`config.mk`:
```
export PLATFORM = sky130hd
export DESIGN_NAME = pipeline_hazard_ctrl
export DESIGN_NICKNAME = d
export VERILOG_FILES = /design/src/rtl/pipeline_hazard_ctrl.sv
export SDC_FILE = /design/constraint.sdc
export NUM_CORES = 1
export LEC_CHECK = 0
export BUFFER_PORTS_ARGS = -buffer_cell sky130_fd_sc_hd__buf_2
export CAP_MARGIN = 40
export CORE_ASPECT_RATIO = 1.75
export CORE_MARGIN = 2
export CORE_UTILIZATION = 57
export DETAILED_ROUTE_END_ITERATION = 6
export PLACE_DENSITY_LB_ADDON = 0.08
export SETUP_SLACK_MARGIN = 0.2
export SLEW_MARGIN = 20
export SYNTH_ARGS = -nofsm -noshare
export SYNTH_HDL_FRONTEND = slang
export SYNTH_SLANG_ARGS = --single-unit
```
`constraint.sdc`:
```
create_clock -name clk -period 3.65 [get_ports clk]
set_input_delay 0.1825 -clock clk [delete_from_list [all_inputs] [get_ports clk]]
set_output_delay 0.1825 -clock clk [all_outputs]
set_load 0.005 [all_outputs]
```
`src/rtl/pipeline_hazard_ctrl.sv`:
```
// pipeline_hazard_ctrl
//   Hazard and forwarding controller for the in-order MIPS pipeline. It sits
//   beside decode and records every in-flight register write in a STAGES-deep
//   scoreboard shift register (entry 0 = EX). From that record it produces the
//   PC / IF_ID write enables, the IF_ID flush, the ID_EX bubble and registered
//   forwarding selects for the EX operand muxes.
//
//   Build option HAZARD_FWD_EN:
//     defined   - forwarding; only a load that is still too young stalls.
//     undefined - full interlock; any pending write to a source stalls and
//                 the forwarding selects are tied to 0.
//
// Ports
//   clk, reset          clock, asynchronous active-high reset
//   id_valid            decode stage holds a real instruction
//   id_rs / id_rt       source addresses, id_use_rs / id_use_rt qualify them
//   id_rd               destination (already reg_dst-muxed)
//   id_reg_write        instruction writes the register file
//   id_mem_read         instruction is a load
//   branch_taken        EX resolved a taken branch this cycle
//   ext_stall           global freeze
//   pc_write_en         PC may update
//   if_id_write_en      IF_ID may capture
//   if_id_flush         IF_ID loads a NOP
//   id_ex_bubble        ID_EX loads a NOP
//   fwd_a_sel/fwd_b_sel EX operand sources (0 = register file, k+1 = entry k)
//   stall_count         saturating count of hazard-stall cycles
module pipeline_hazard_ctrl #(
  parameter int STAGES   = 3,
  parameter int REG_AW   = 5,
  parameter int LOAD_LAT = 1,
  parameter int CNT_W    = 16,
  parameter int SEL_W    = 2
) (
  input  logic              clk,
  input  logic              reset,
  input  logic              id_valid,
  input  logic [REG_AW-1:0] id_rs,
  input  logic [REG_AW-1:0] id_rt,
  input  logic              id_use_rs,
  input  logic              id_use_rt,
  input  logic [REG_AW-1:0] id_rd,
  input  logic              id_reg_write,
  input  logic              id_mem_read,
  input  logic              branch_taken,
  input  logic              ext_stall,
  output logic              pc_write_en,
  output logic              if_id_write_en,
  output logic              if_id_flush,
  output logic              id_ex_bubble,
  output logic [SEL_W-1:0]  fwd_a_sel,
  output logic [SEL_W-1:0]  fwd_b_sel,
  output logic [CNT_W-1:0]  stall_count
);

  // Scoreboard: bit/slot k describes the write held by post-decode stage k.
  logic [STAGES-1:0]             r_v;
  logic [STAGES-1:0][REG_AW-1:0] r_rd;
  logic [CNT_W-1:0]              r_stall_cnt;

  logic [STAGES-1:0] w_match_a;
  logic [STAGES-1:0] w_match_b;
  logic              w_hz;
  logic              w_accept;
  logic              w_ins_v;

  genvar gi;
  generate
    for (gi = 0; gi < STAGES; gi++) begin : g_match
      assign w_match_a[gi] = id_use_rs & r_v[gi] & (r_rd[gi] == id_rs) & (id_rs != '0);
      assign w_match_b[gi] = id_use_rt & r_v[gi] & (r_rd[gi] == id_rt) & (id_rt != '0);
    end
  endgenerate

`ifdef HAZARD_FWD_EN
  logic [STAGES-1:0] r_ld;
  logic [STAGES-1:0] w_early;
  logic [SEL_W-1:0]  w_sel_a;
  logic [SEL_W-1:0]  w_sel_b;
  logic [SEL_W-1:0]  r_fwd_a;
  logic [SEL_W-1:0]  r_fwd_b;

  // Entries whose load data has not yet come back from memory.
  generate
    for (gi = 0; gi < STAGES; gi++) begin : g_early
      assign w_early[gi] = (gi < LOAD_LAT);
    end
  endgenerate

  assign w_hz = id_valid & (|((w_match_a | w_match_b) & r_ld & w_early));

  // Scan oldest to youngest so the youngest match overwrites older ones.
  always_comb begin
    w_sel_a = '0;
    w_sel_b = '0;
    for (int k = STAGES - 1; k >= 0; k--) begin
      if (w_match_a[k]) w_sel_a = SEL_W'(k + 1);
      if (w_match_b[k]) w_sel_b = SEL_W'(k + 1);
    end
  end

  always_ff @(posedge clk or posedge reset) begin
    if (reset) begin
      r_ld    <= '0;
      r_fwd_a <= '0;
      r_fwd_b <= '0;
    end else if (!ext_stall) begin
      r_ld    <= {r_ld[STAGES-2:0], id_mem_read};
      r_fwd_a <= w_accept ? w_sel_a : '0;
      r_fwd_b <= w_accept ? w_sel_b : '0;
    end
  end

  assign fwd_a_sel = r_fwd_a;
  assign fwd_b_sel = r_fwd_b;
`else
  logic w_unused;

  // Without forwarding any pending write to a source must drain first.
  assign w_hz      = id_valid & (|(w_match_a | w_match_b));
  assign fwd_a_sel = '0;
  assign fwd_b_sel = '0;
  assign w_unused  = id_mem_read;
`endif

  // A taken branch squashes decode, so its hazard is irrelevant.
  assign w_accept = ~branch_taken & ~w_hz;
  assign w_ins_v  = w_accept & id_valid & id_reg_write & (id_rd != '0);

  always_ff @(posedge clk or posedge reset) begin
    if (reset) begin
      r_v         <= '0;
      r_rd        <= '0;
      r_stall_cnt <= '0;
    end else if (!ext_stall) begin
      r_v  <= {r_v[STAGES-2:0], w_ins_v};
      r_rd <= {r_rd[STAGES-2:0], id_rd};
      if (!branch_taken && w_hz && (r_stall_cnt != '1)) begin
        r_stall_cnt <= r_stall_cnt + 1'b1;
      end
    end
  end

  assign stall_count = r_stall_cnt;

  always_comb begin
    pc_write_en    = 1'b0;
    if_id_write_en = 1'b0;
    if_id_flush    = 1'b0;
    id_ex_bubble   = 1'b0;
    if (!reset && !ext_stall) begin
      if (branch_taken) begin
        pc_write_en    = 1'b1;
        if_id_write_en = 1'b1;
        if_id_flush    = 1'b1;
        id_ex_bubble   = 1'b1;
      end else if (w_hz) begin
        id_ex_bubble   = 1'b1;
      end else begin
        pc_write_en    = 1'b1;
        if_id_write_en = 1'b1;
      end
    end
  end

endmodule

```
==> run summary <==
- post-synthesis cell area: 0.00196 sq mm
- critical path data arrival time: 2.68 ns
- Vias per Instance: 5.75
- reg-to-reg setup timing slack: 1.18 ns
- maximum number of pins on one net before global-route repair: 24
- Critical Setup Path Class: flip-flop to flip-flop
- cell at the root of the clock tree: sky130_fd_sc_hd__clkbuf_8
- number of buffers added for setup after CTS: 0
- Buffers on Ports: 42
- relative area change from synthesis to final layout: 16.7%
- unique cell type count in the Yosys netlist: 32
- final critical-path share of the clock period: 67.7%
- Resized cells post-CTS: 0
- vias in the first global route: 1654
- sequential element share of the synthesized area: 43.3%
- hold-fix buffer count after cts: 1
- unrepaired setup endpoints after global routing: false
- number of enable-type register cells in the synthesized netlist: 0
- main combinational cell family by area after synthesis: XOR/XNOR gates
- fraction of synthesized area in multiplexers: 10.3%
- most numerous cell in the Yosys netlist: sky130_fd_sc_hd__xor2_1
- count of unresolved DRC violations after routing: 0
- worst min-delay path category: primary input to flip-flop
- number of search-and-repair iterations in the first detailed-routing pass: 4
- number of antenna violations at the first check in global routing: 0
- average cell area after synthesis: 11.1 sq um
- endpoint type of the worst setup path: flip-flop
- minimum period implied by the final worst setup slack: 2.47 ns
- clock tree sinks: 34
- Yosys top cell by area: sky130_fd_sc_hd__dfrtp_1
- final setup TNS: 0 ns
- commonest cells in the netlist: sky130_fd_sc_hd__xor2_1, sky130_fd_sc_hd__dfrtp_1, sky130_fd_sc_hd__mux2_2
- count of fill cells added during filler insertion: 271
- y dimension of the die: 81.7 um
- Die Outline Area: 0.00395 sq mm
- worst slew slack as a fraction of its limit: 63.7%
- detailed router's first-iteration violation count: 21
- ports placed on the boundary: 48
- top area cells in the synthesized netlist: sky130_fd_sc_hd__dfrtp_1, sky130_fd_sc_hd__xor2_1, sky130_fd_sc_hd__mux2_2, sky130_fd_sc_hd__xnor2_1, sky130_fd_sc_hd__nand3_1
- endpoints failing setup: 0
- share of the synthesized area in the top cell type: 43.3%
- Power Density: 378 mW/mm^2
- grt total ovfl: 0
- post-synthesis instance total: 177
- outcome: finished clean
- critical path startpoint category: flip-flop
- number of CTS-inserted buffers: 5
- simple-gate share of the synthesized area: 11.1%
- final RePlAce weighted congestion: 0.909
- Routed WL per cell: 17.7 um
- gr usage total: 26.2%
- Fin Clk Skew: 0.00548 ns
- global-route wire length before repair: 7.69 mm
- maximum buffer depth of the clock tree: 2
- #FFs+latches synth: 34
- clock slew at the register clock pins of the worst setup and hold paths: 0.07 ns
- drt total wl: 4.73 mm
- area of the core region: 0.00333 sq mm
- Max VDD drop: 0.302 mV
- clock tree from TritonCTS: built
- warnings from Yosys: 0
- worst-skew pair later-pin latency: 0.28 ns
- Reg2Reg Depth: 7
- die extent in x: 48.4 um
- reg-to-reg critical path endpoint: stall_count[15]
- total count of hold-check failures in the final report: 0
- data required time at the worst endpoint: 3.86 ns
- Placement Rows: 28
- critical path endpoint: stall_count[15]
- number of nets in the layout: 246
- number of antenna diodes: 0
- number of antenna-violating nets in the routed design: 0
- Static Leakage: 0.00108 uW
- number of max-capacitance violations reported: 0
- vias after detailed routing: 1536
- power consumption: 866 uW
- beginning of the worst register-to-register path: stall_count[0]
- fmax: 404 MHz
- most used flip-flop cell after synthesis: sky130_fd_sc_hd__dfrtp_1
- Post-Synth XOR/XNOR Area: 20.1%
- Post-synth ARST share: 100%
- initial core utilization: 59.0%
- deepest level of the CTS H-tree: 2
- share of post-route cells with drive strength above 1: 33.3%
- HPWL Detailed: 3.65 mm
- Critical Path Source: stall_count[0]
- worst hold path cell count: 2
- pin slew with the least headroom to its limit: 0.530 ns
- Synth Area in Compound Gates: 10.4%
- Max Slew Vio Count: 0
- area share of fa/ha/maj cells after synthesis: 0.637%
- critical path peak fanout: 13
## final cells by class
class                           instances  area (sq um)  area share [%]
Clock inverter                          1          5.00           0.218
Multi-Input combinational cell        131          1050            45.7
Sequential cell                        34           851            37.1
Inverter                                5          18.8           0.819
Tap cell                               45          56.3            2.46
Clock buffer                            7          86.3            3.77
Timing Repair Buffer                   44           228            9.93
## registers in the layout, indices dropped and copies added, names as in the netlist
| name | count |
|---|---|
| r_rd | 15 |
| r_v | 3 |
| stall_count | 16 |
## routing by layer
metal  global-route usage, %  share of wire [%]  up-vias  wire, um
met5                       0                  0        -         0
met4                    17.4                4.1        0       195
met3                    4.18                3.6       15       171
met2                    51.5                 58       49      2740
met1                    24.9                 34      758      1620
li1                        -                  -      714         -
## metrics by stage
| stage | std cells | instance area [sq um] | util [%] | setup slack, ns | hold slack (ns) |
|---|---|---|---|---|---|
| floorplan | 180 | 1980 | - | 1.49 | 0.324 |
| global placement | 258 | 2190 | 65.8 | 1.23 | 0.221 |
| detailed placement | 258 | 2190 | 65.8 | 1.18 | 0.228 |
| CTS | 267 | 2290 | 68.9 | 1.18 | 0.136 |
| global route | 267 | 2290 | 68.9 | 1.07 | 0.146 |
| finish | 267 | 2290 | 68.9 | 1.18 | 0.143 |
## worst max-delay path: stages, from the launching register on
cell and delay (ns):
sky130_fd_sc_hd__dfrtp_1 0.44, sky130_fd_sc_hd__ha_1 0.28, sky130_fd_sc_hd__nand4_1 0.12, sky130_fd_sc_hd__nor2_1 0.05, sky130_fd_sc_hd__a311o_1 0.52, sky130_fd_sc_hd__or3_4 0.48
sky130_fd_sc_hd__a2111oi_4 0.34, sky130_fd_sc_hd__xor2_1 0.17
## cells in the final DEF (no fill, tap or decap), types with 2 or more instances in the layout
cell and n:
sky130_fd_sc_hd__a211oi_1 6, sky130_fd_sc_hd__xnor2_1 9, sky130_fd_sc_hd__a21oi_1 3, sky130_fd_sc_hd__and4_4 2
sky130_fd_sc_hd__mux2_2 18, sky130_fd_sc_hd__nand2_1 8, sky130_fd_sc_hd__a2111oi_0 6, sky130_fd_sc_hd__inv_1 5
sky130_fd_sc_hd__nand3_1 12, sky130_fd_sc_hd__clkbuf_8 6, sky130_fd_sc_hd__dfrtp_1 34, sky130_fd_sc_hd__buf_2 42
sky130_fd_sc_hd__a31o_2 2, sky130_fd_sc_hd__conb_1 4, sky130_fd_sc_hd__nor2_1 3, sky130_fd_sc_hd__o211ai_1 2
sky130_fd_sc_hd__or4_1 3, sky130_fd_sc_hd__xor2_1 36, sky130_fd_sc_hd__nor4_1 6
## cells by family after synthesis
kind of cell | Yosys count
XOR/XNOR | 45
AND/OR/NAND/NOR | 39
flip-flops | 34
AO/OA/AOI/OAI | 24
multiplexers | 18
buffers and inverters | 15
adder cells (fa/ha/maj) | 1
other | 1
## power by group
group          switching (uW)  internal [uW]  total [uW]  leakage, uW
Combinational            61.3           70.7         132     0.000611
Clock                     130            152         282    0.0000482
Sequential               46.0            406         452     0.000424
Total                     237            629         866      0.00108
## worst min path at each step
stage	start	end	slack [ns]
2_1_floorplan	reset	r_rd[0]	0.32
3_3_place_gp	reset	stall_count[7]	0.22
3_5_place_dp	reset	stall_count[7]	0.23
4_1_cts	id_rd[4]	r_rd[4]	0.14
5_1_grt	id_rd[1]	r_rd[1]	0.15
6_report	id_rd[4]	r_rd[4]	0.14
No activity file was read; power rests on OpenSTA's default activity.
